==> config.mk <==
export PLATFORM = sky130hd
export DESIGN_NAME = update_dispatcher_flat
export DESIGN_NICKNAME = d
export VERILOG_FILES = /design/src/rtl/update_dispatcher_if.sv /design/src/rtl/update_dispatcher.sv /design/src/flat_wrapper.sv
export SDC_FILE = /design/constraint.sdc
export NUM_CORES = 1
export LEC_CHECK = 0
export BUFFER_PORTS_ARGS = -buffer_cell sky130_fd_sc_hd__buf_2
export CORE_MARGIN = 1
export CORE_UTILIZATION = 64
export DETAILED_ROUTE_END_ITERATION = 7
export PLACE_DENSITY = 0.92
export RECOVER_POWER = 50
export SLEW_MARGIN = 0
export SYNTH_ARGS = -nofsm -noshare
export SYNTH_HDL_FRONTEND = slang
export SYNTH_SLANG_ARGS = --single-unit
==> constraint.sdc <==
create_clock -name clk -period 8.92 [get_ports clk]
set_input_delay 0.446 -clock clk [delete_from_list [all_inputs] [get_ports clk]]
set_output_delay 0.446 -clock clk [all_outputs]
set_load 0.02 [all_outputs]
==> src/rtl/update_dispatcher_if.sv <==
// Host-side push bus for update_dispatcher.
//   master : host / bus adapter  (drives in_valid, in_src, in_dst, in_e)
//   slave  : update_dispatcher   (drives in_ready)
// A transfer happens on any clock edge where in_valid && in_ready.
interface update_dispatcher_if #(
    parameter int VERT_BITS   = 6,
    parameter int WEIGHT_BITS = 32
);
    logic                   in_valid;
    logic                   in_ready;
    logic [VERT_BITS-1:0]   in_src;
    logic [VERT_BITS-1:0]   in_dst;
    logic [WEIGHT_BITS-1:0] in_e;

    modport master (output in_valid, output in_src, output in_dst, output in_e, input in_ready);
    modport slave  (input in_valid, input in_src, input in_dst, input in_e, output in_ready);
endinterface

==> src/rtl/update_dispatcher.sv <==
// update_dispatcher: initiator side of the Container update interface.
// Queues (src,dst,e) edge-weight updates from the host bus in a FIFO, presents
// one at a time on u_src/u_dst/u_e, pulses container_reset for one cycle to
// start a run, then waits for container_done (or a timeout) before the next.
//
// Ports
//   clk, reset       clock, synchronous active-high reset
//   host (slave)     push bus: in_valid/in_ready/in_src/in_dst/in_e
//   u_src/u_dst/u_e  update presented to the Container, changes only on dispatch
//   container_reset  one-cycle start pulse
//   container_done   run-complete level from the Container
//   busy             a run is being kicked or awaited
//   fifo_level       queued entries, excluding the one in flight
//   done_count       completed runs (wraps)
//   err_timeout      sticky, set when a run is abandoned on timeout
//
// Build option: define COALESCE_EN to merge a push whose (src,dst) pair is
// already queued into that entry (weight overwritten, no append).
module update_dispatcher #(
    parameter int VERT_BITS   = 6,
    parameter int WEIGHT_BITS = 32,
    parameter int DEPTH       = 8,
    parameter int TIMEOUT     = 4096
) (
    input  logic                     clk,
    input  logic                     reset,
    update_dispatcher_if.slave       host,
    output logic [VERT_BITS-1:0]     u_src,
    output logic [VERT_BITS-1:0]     u_dst,
    output logic [WEIGHT_BITS-1:0]   u_e,
    output logic                     container_reset,
    input  logic                     container_done,
    output logic                     busy,
    output logic [$clog2(DEPTH):0]   fifo_level,
    output logic [15:0]              done_count,
    output logic                     err_timeout
);
    localparam int AW = $clog2(DEPTH);
    // TIMEOUT=1 still needs a 1-bit counter that compares against 0.
    localparam int TW = ($clog2(TIMEOUT) > 0) ? $clog2(TIMEOUT) : 1;

    typedef struct packed {
        logic [VERT_BITS-1:0]   src;
        logic [VERT_BITS-1:0]   dst;
        logic [WEIGHT_BITS-1:0] e;
    } entry_t;

    typedef enum logic [1:0] {IDLE, KICK, WAIT} state_t;

    state_t         state, state_n;
    entry_t         mem [DEPTH];
    logic [AW-1:0]  wr_ptr, rd_ptr;
    logic [AW:0]    count;
    logic [TW-1:0]  tcnt;

    logic push, pop, append;
    logic tcnt_clr, tcnt_inc, done_inc, to_set;

    // Ready depends only on the registered count, never on in_valid.
    assign host.in_ready = (count != (AW+1)'(DEPTH));
    assign push          = host.in_valid && host.in_ready;
    assign fifo_level    = count;

`ifdef COALESCE_EN
    logic [DEPTH-1:0] hit;
    logic [AW-1:0]    hit_idx;
    logic             coalesce;

    genvar gi;
    generate
        for (gi = 0; gi < DEPTH; gi++) begin : g_match
            logic [AW-1:0] off;
            logic          occ;
            // Slot is live if its distance from the head is below count; the
            // head is excluded when it leaves this cycle so the push appends.
            assign off = AW'(gi) - rd_ptr;
            assign occ = ({1'b0, off} < count) && !(pop && (AW'(gi) == rd_ptr));
            assign hit[gi] = occ && (mem[gi].src == host.in_src) && (mem[gi].dst == host.in_dst);
        end
    endgenerate

    // Queued pairs are unique, so at most one bit of hit is set.
    always_comb begin
        hit_idx = '0;
        for (int i = 0; i < DEPTH; i++)
            if (hit[i]) hit_idx = AW'(i);
    end

    assign coalesce = push && (|hit);
    assign append   = push && !coalesce;
`else
    assign append   = push;
`endif

    // FIFO storage and pointers; pointers wrap naturally (DEPTH is 2^AW).
    always_ff @(posedge clk) begin
        if (reset) begin
            wr_ptr <= '0;
            rd_ptr <= '0;
            count  <= '0;
        end else begin
            if (append) begin
                mem[wr_ptr] <= '{src: host.in_src, dst: host.in_dst, e: host.in_e};
                wr_ptr      <= wr_ptr + 1'b1;
            end
`ifdef COALESCE_EN
            if (coalesce)
                mem[hit_idx].e <= host.in_e;
`endif
            if (pop)
                rd_ptr <= rd_ptr + 1'b1;
            count <= count + {{AW{1'b0}}, append} - {{AW{1'b0}}, pop};
        end
    end

    // FSM state register
    always_ff @(posedge clk) begin
        if (reset) state <= IDLE;
        else       state <= state_n;
    end

    // FSM next state and control strobes
    always_comb begin
        state_n  = state;
        pop      = 1'b0;
        tcnt_clr = 1'b0;
        tcnt_inc = 1'b0;
        done_inc = 1'b0;
        to_set   = 1'b0;
        case (state)
            IDLE: begin
                if (count != '0) begin
                    pop     = 1'b1;
                    state_n = KICK;
                end
            end
            KICK: begin
                // container_done may still be high from the previous run;
                // it is deliberately not looked at here.
                tcnt_clr = 1'b1;
                state_n  = WAIT;
            end
            WAIT: begin
                if (container_done) begin
                    done_inc = 1'b1;
                    state_n  = IDLE;
                end else if (tcnt == TW'(TIMEOUT - 1)) begin
                    to_set  = 1'b1;
                    state_n = IDLE;
                end else begin
                    tcnt_inc = 1'b1;
                end
            end
            default: state_n = IDLE;
        endcase
    end

    assign container_reset = (state == KICK);
    assign busy            = (state != IDLE);

    // Datapath registers: presented update, timeout counter, status.
    always_ff @(posedge clk) begin
        if (reset) begin
            u_src       <= '0;
            u_dst       <= '0;
            u_e         <= '0;
            tcnt        <= '0;
            done_count  <= '0;
            err_timeout <= 1'b0;
        end else begin
            if (pop) begin
                u_src <= mem[rd_ptr].src;
                u_dst <= mem[rd_ptr].dst;
                u_e   <= mem[rd_ptr].e;
            end
            if (tcnt_clr)      tcnt <= '0;
            else if (tcnt_inc) tcnt <= tcnt + 1'b1;
            if (done_inc) done_count  <= done_count + 16'd1;
            if (to_set)   err_timeout <= 1'b1;
        end
    end
endmodule

==> src/flat_wrapper.sv <==
// flat-port wrapper written by rule: the top's interface ports become plain ports
module update_dispatcher_flat 
#(
    parameter int VERT_BITS   = 6,
    parameter int WEIGHT_BITS = 32,
    parameter int DEPTH       = 8,
    parameter int TIMEOUT     = 4096
)
  (clk, reset, u_src, u_dst, u_e, container_reset, container_done, busy, fifo_level, done_count, err_timeout, host_in_valid, host_in_src, host_in_dst, host_in_e, host_in_ready);
  update_dispatcher_if #(.VERT_BITS(VERT_BITS), .WEIGHT_BITS(WEIGHT_BITS)) host_i ();
  input  logic clk;
  input  logic reset;
  output logic [VERT_BITS-1:0] u_src;
  output logic [VERT_BITS-1:0] u_dst;
  output logic [WEIGHT_BITS-1:0] u_e;
  output logic container_reset;
  input  logic container_done;
  output logic busy;
  output logic [$clog2(DEPTH):0] fifo_level;
  output logic [15:0] done_count;
  output logic err_timeout;
  input wire logic [$bits(host_i.in_valid)-1:0] host_in_valid;
  input wire logic [$bits(host_i.in_src)-1:0] host_in_src;
  input wire logic [$bits(host_i.in_dst)-1:0] host_in_dst;
  input wire logic [$bits(host_i.in_e)-1:0] host_in_e;
  output wire logic [$bits(host_i.in_ready)-1:0] host_in_ready;
  assign host_i.in_valid = host_in_valid;
  assign host_i.in_src = host_in_src;
  assign host_i.in_dst = host_in_dst;
  assign host_i.in_e = host_in_e;
  assign host_in_ready = host_i.in_ready;
  update_dispatcher #(.VERT_BITS(VERT_BITS), .WEIGHT_BITS(WEIGHT_BITS), .DEPTH(DEPTH), .TIMEOUT(TIMEOUT)) u_core (.clk(clk), .reset(reset), .host(host_i), .u_src(u_src), .u_dst(u_dst), .u_e(u_e), .container_reset(container_reset), .container_done(container_done), .busy(busy), .fifo_level(fifo_level), .done_count(done_count), .err_timeout(err_timeout));
endmodule
==> results of run 1 <==
[flip-flops by register name, summed over array words and instances (netlist names)]
signal              cells
u_core.done_count      16
u_core.rd_ptr           3
u_core.u_src            6
u_core.wr_ptr           3
u_core.fifo_level       4
u_core.u_dst            6
u_core.state            2
u_core.tcnt            12
u_core.mem            352
u_core.err_timeout      1
u_core.u_e             32
[power by group through the flow]
stage               combinational (mW)  clock [mW]  sequential (mW)
global placement                  1.32           0             2.54
detailed placement                1.37           0             2.54
CTS                               1.40        1.85             2.51
global route                      1.48        1.94             2.53
floorplan                        0.997           0             2.55
finish                            1.37        1.84             2.51
[critical path: cells and delay by family (launching register included)]
kind | cells | cell delay (ps)
buf+inv | 2 | 1680
flops | 1 | 570
compound gates | 2 | 450
mux | 1 | 350
simple gates | 1 | 80
[kinds of logic after synthesis]
family                   share of synthesized area, %
AND/OR/NAND/NOR                                  6.33
flip-flops                                       73.4
XOR/XNOR                                        0.786
AO/OA/AOI/OAI                                    5.01
multiplexers                                     11.4
buffers and inverters                            2.19
adder cells (fa/ha/maj)                         0.869
[metal layers]
layer  track usage, %  routed length (microns)
met1             36.0                    14000
met2             46.0                    18300
met3             5.13                     2850
met4             11.4                      652
met5                0                        0
[through the flow]
step / std cells / worst slack [ps] / utilization [%] / power [mW] / instance area (sq um)
final: 1477 / 5540 / 74.1 / 5.72 / 18800
after global routing: 1477 / 5430 / 74.1 / 5.94 / 18800
after CTS: 1475 / 5560 / 74.7 / 5.76 / 19000
after detailed placement: 1395 / 5590 / 69.0 / 3.92 / 17500
after global placement: 1395 / 5760 / 69.0 / 3.86 / 17500
after floorplan: 996 / 3670 / - / 3.55 / 16700
[cell usage in the layout, fill, tap and decap left out, types with 7 or more instances in the layout]
cell type / synthesis / layout
or3_1: 13 / 13
ha_1: 10 / 10
inv_1: 10 / 10
nand3_1: 13 / 14
o22ai_1: 44 / 44
buf_2: 17 / 10
nand2_1: 16 / 16
a21oi_1: 18 / 18
clkbuf_1: 22 / 119
o21ai_0: 11 / 11
mux4_2: 44 / 44
buf_4: 11 / 13
nand4_1: 7 / 7
a211oi_1: 43 / 43
clkbuf_16: 0 / 44
dfxtp_1: 85 / 82
nor2_1: 74 / 68
nor3_1: 45 / 45
mux2i_1: 91 / 91
xor2_1: 10 / 10
edfxtp_1: 352 / 352
[layout make-up]
| class | count | area [sq um] | area share, % |
|---|---|---|---|
| Sequential cell | 437 | 12300 | 65.3 |
| Multi-Input combinational cell | 490 | 4090 | 21.8 |
| Clock buffer | 63 | 1210 | 6.44 |
| Timing Repair Buffer | 127 | 538 | 2.86 |
| Tap cell | 330 | 413 | 2.19 |
| Clock inverter | 17 | 236 | 1.26 |
| Inverter | 11 | 41.3 | 0.219 |
| Antenna cell | 2 | 5.00 | 0.0266 |
[worst min-delay path by stage]
stage / start / end / slack (ps) / depth (start not counted)
after global placement: u_core.err_timeout$_SDFFE_PP0P_ / u_core.err_timeout$_SDFFE_PP0P_ / 450 / 2
after detailed placement: u_core.err_timeout$_SDFFE_PP0P_ / u_core.err_timeout$_SDFFE_PP0P_ / 470 / 2
after global routing: host_in_valid / u_core.wr_ptr[1]$_SDFFE_PP0N_ / 230 / 3
final: host_in_valid / u_core.wr_ptr[1]$_SDFFE_PP0N_ / 230 / 3
after CTS: host_in_e[19] / u_core.mem[5][19]$_DFFE_PP_ / 150 / 1
after floorplan: u_core.tcnt[5]$_SDFFE_PP0P_ / u_core.tcnt[5]$_SDFFE_PP0P_ / 470 / 2
==> run metrics, run 1 <==
register bit total from synthesis=437; via density per instance=6.44; Critical Path Sink=u_core.u_e[22]$_SDFFE_PP0P_; area leader, netlist=edfxtp_1; Power Density=a little over 300 mW/mm^2; share of the yosys chip area belonging to registers=73.4%; Startpoint Class=flip-flop; post_cts resized=0; Max clock buf depth=3; clock power share=roughly 32%; peak supply drop=0.000334 V; cell mode on critical path=buf_4; Max Cap Viol=0; CTS clock-pin slew for the worst setup and hold paths=approximately 60 ps; Sequential Power Share=43.9%; status=completed; RSZ-0062 raised after global routing=false; first-pass GRT wire length=around 55000 microns; Final Max Slew Viols=0; DR WL/cell=24.3 microns; number of detailed-routing iterations run before antenna repair=5; Post-CTS Repair Setup Buffers=0; total wire length=35800 microns; core area=around 0.025 sq mm; Fin Setup TNS=0 ps; sw frac=30.6%; Layout area overhead=12.6%; share of the synthesized area in the top cell type=63.3%; Die H=about 160 microns; Synth area leaders=edfxtp_1 (63%), dfxtp_1 (10%), mux4_2 (5.9%); Max H-tree Level=2; data required time of the worst path=9310 ps; Max stage delay cell, worst path=buf_4; Internal=3.97 mW; number of fill cells in the layout=1468; Fin Clk Skew=about 25 ps; Syn Area/Cell=16.8 sq um; Critical Path Start=u_core.rd_ptr[1]$_SDFFE_PP0P_; worst r2r path cells=6; worst hold path type=in -> reg; CTS tree=yes; post-synth cell types=just under 50; via count=9512; Switch Pwr=1.75 mW; Final ANT Viol Nets=0; r2r setup slk=5540 ps; Arr. time, crit path=3770 ps; GRT overflow=0; clock period minus worst slack=3380 ps; Largest stage delay, worst path=940 ps; site row count=between 50 and 60; cts hold-fix bufs=0; Starting Density=65.8%; hold slack=233 ps; ys async rst share=0%; max_slew headroom=16.2%; commonest cells in the netlist=edfxtp_1 (352), mux2i_1 (91), dfxtp_1 (85); clk_lat worst skew=550 ps; number of remaining DRC errors=0; count leader, synth=edfxtp_1; vias in the first global route=9752; combinational group share of total power=23.9%; Hold Violations, Final=0; launch point of the worst reg-to-reg path=u_core.rd_ptr[1]$_SDFFE_PP0P_; Layout Nets=1169; synthesized area=0.0167 sq mm; CTS Buf Count=43; DRT iter0 DRCs=961; final setup fails=0; Post-synth EDFFs=approximately 350; CTS Sinks=437; num ports=116; crit-path max FO=71; main flop type after synthesis=edfxtp_1; Die Width=between 150 and 200 microns; input/output buffers=between 100 and 150; initial antenna violation count=3; Clock Tree Root=clkbuf_16; RePlAce Congestion=0.807; Setup CP Type=reg -> reg; Slew @ Worst Pin=1260 ps; GRT Total Usage=between 20% and 30%; cells after synthesis=996; fin crit share=37.9%; layout cells sized above 1=a little over an eighth; pin count of the biggest net entering global routing=80; fmax=0.296 GHz; die area=0.0268 sq mm; reg2reg end=u_core.u_e[22]$_SDFFE_PP0P_; dpl hpwl=19000 microns; syn nets=1055; Leak Pwr=5.94 nW; CP Cell Sequence=buf_4 -> buf_4 -> mux2i_1 -> o22ai_1 -> a211oi_1 -> nor3_1; Crit. End Element=flip-flop; Yosys warning count=0
(Power assumes the default switching activity.)
==> run 2: changes to the inputs <==
--- a/config.mk
+++ b/config.mk
@@ -7,9 +7,9 @@
 export LEC_CHECK = 0
 export BUFFER_PORTS_ARGS = -buffer_cell sky130_fd_sc_hd__buf_2
 export CORE_MARGIN = 1
-export CORE_UTILIZATION = 64
+export CORE_UTILIZATION = 60
 export DETAILED_ROUTE_END_ITERATION = 7
-export PLACE_DENSITY = 0.92
+export PLACE_DENSITY = 0.87
 export RECOVER_POWER = 50
 export SLEW_MARGIN = 0
 export SYNTH_ARGS = -nofsm -noshare
==> constraint.sdc (replaced) <==
create_clock -name clk -period 3.4 [get_ports clk]
set_input_delay 0.17 -clock clk [delete_from_list [all_inputs] [get_ports clk]]
set_output_delay 0.17 -clock clk [all_outputs]
set_load 0.02 [all_outputs]
==> run 2 against run 1 <==
The run now ends with capacitance limit, slew limit left. Cell area is 4.1% higher. Highest routed layer unchanged. Largest power group unchanged. Total power grew to 2.7 times the previous value. Register-to-register slack worse by 4800 ps. Clock power grew to 2.7 times the previous value. Routed wire length is 3.5% higher.
==> run metrics, run 2 (same netlist as run 1, synthesis figures left out) <==
site row count=60; via count=roughly 9800; Pwr Total=15.3 mW; GRT busiest layer=met2; Starting Density=around three fifths; r2r setup slk=between 700 and 800 ps; commonest non-fill, non-tap cells in the layout=edfxtp_1 (352), clkbuf_1 (114), mux2i_1 (91); crit-path max FO=70; met3 usage=under 10%; fin area=approximately 0.020 sq mm; GRT overflow=0; failing checks=capacitance limit, slew limit; multi-input logic area=0.00414 sq mm; final setup fails=0; Max Cap Viol=1; Hold Violations, Final=0; worst r2r path cells=7; CTS tree=yes; clk_lat worst skew=560 ps; GRT Total Usage=26.4%; reg2reg end=u_core.mem[0][3]$_DFFE_PP_; Die Width=169 microns; Final Max Slew Viols=71; Power Density=780 mW/mm^2; core area=0.0271 sq mm; input/output buffers=roughly 120; RSZ-0062 raised after global routing=false; die area=roughly 0.029 sq mm; hold slack=13.4 ps; Crit. End Element=flip-flop; launch point of the worst reg-to-reg path=u_core.fifo_level[2]$_SDFF_PP0_; Layout Nets=1226; register area=0.0123 sq mm; Die H=169 microns; post_cts resized=0; Setup CP Type=in -> reg; commonest non-fill, non-tap cell in the layout=edfxtp_1; status=finished with violations; Max clock buf depth=3; Arr. time, crit path=3150 ps; dpl hpwl=20400 microns; via density per instance=6.23; data required time of the worst path=3840 ps; max_slew headroom=-12.1%; Final ANT Viol Nets=0; worst hold path type=in -> reg; clock period minus worst slack=2720 ps; RePlAce Congestion=0.766; DRT iter0 DRCs=1000; Slew @ Worst Pin=1680 ps; pin count of the biggest net entering global routing=71; number of fill cells in the layout=1623; CTS Sinks=437; Largest register FFs=352; initial antenna violation count=1; Fin Setup TNS=0 ps; Hold Path Stages=4; Startpoint Class=input pin; total wire length=between 30000 and 40000 microns; grt met1 use=34.5%; HP Start=host_in_valid; biggest regs=u_core.mem (352), u_core.u_e (32), u_core.done_count (16); cell total after placement=1448; Max H-tree Level=2; num ports=116; met2 Use GR=between 40% and 50%; Layout area overhead=17.3%; Clock Tree Root=clkbuf_16; vias in the first global route=between 10000 and 15000; WHS Endpoint=u_core.wr_ptr[2]$_SDFFE_PP0N_; area of placed instances=0.0178 sq mm; Fin Clk Skew=about 18 ps; fmax=0.368 GHz; DR WL/cell=23.6 microns; number of remaining DRC errors=0; Largest Register=u_core.mem; first-pass GRT wire length=around 56000 microns; CTS clock-pin slew for the worst setup and hold paths=60 ps; final std cells w/o fill=approximately 1600; Post-CTS Repair Setup Buffers=0; layout cells sized above 1=14.5%; CTS Buf Count=43; cts hold-fix bufs=46; peak supply drop=0.000822 V; Leak Pwr=6.26 nW; fin crit share=79.9%; number of detailed-routing iterations run before antenna repair=5
run 2: power breakdown:
group          internal [mW]  switching [mW]  total [mW]
Combinational           1.44            2.32        3.76
Clock                   2.94            2.02        4.96
Sequential              6.17           0.382        6.56
Total                   10.6            4.72        15.3
run 2: area by class of cell:
| cell class | instances | share of cell area (%) |
|---|---|---|
| inverters | 11 | 0.211 |
| well taps | 372 | 2.37 |
| flip-flops and latches | 437 | 62.7 |
| clock inverters | 27 | 1.72 |
| diodes | 1 | 0.0128 |
| repair buffers | 184 | 5.90 |
| clock buffers | 53 | 5.99 |
| multi-input cells | 490 | 21.1 |
run 2: how the worst max path moves through the flow:
| stage | startpoint | endpoint | slack (ps) | cells past startpoint |
|---|---|---|---|---|
| 2_1_floorplan | u_core.fifo_level[2]$_SDFF_PP0_ | u_core.mem[1][0]$_DFFE_PP_ | -670 | 7 |
| 3_3_place_gp | u_core.fifo_level[2]$_SDFF_PP0_ | u_core.mem[2][6]$_DFFE_PP_ | 830 | 7 |
| 3_5_place_dp | u_core.fifo_level[2]$_SDFF_PP0_ | u_core.mem[0][13]$_DFFE_PP_ | 800 | 7 |
| 4_1_cts | u_core.fifo_level[2]$_SDFF_PP0_ | u_core.mem[0][33]$_DFFE_PP_ | 780 | 7 |
| 5_1_grt | reset | u_core.tcnt[11]$_SDFFE_PP0P_ | 490 | 6 |
| 6_report | reset | u_core.tcnt[10]$_SDFFE_PP0P_ | 680 | 5 |
run 2: critical path, stage by stage:
cell and delay, ps:
dlygate4sd3_1 560, clkbuf_1 540, clkbuf_2 1340, nor2_1 270, and3_1 250
run 2: per-stage QoR:
stage	util (%)	setup slack (ps)
floorplan	-	-667
global placement	65.6	834
detailed placement	65.6	803
CTS	72.8	780
global route	72.3	492
finish	72.3	682
run 2: per-layer routing:
metal | vias up | part of all wire [%]
met3 | 115 | 7.4
met1 | 4907 | 39
met5 | - | 0
li1 | 4267 | -
met4 | 0 | 3.3
met2 | 531 | 50
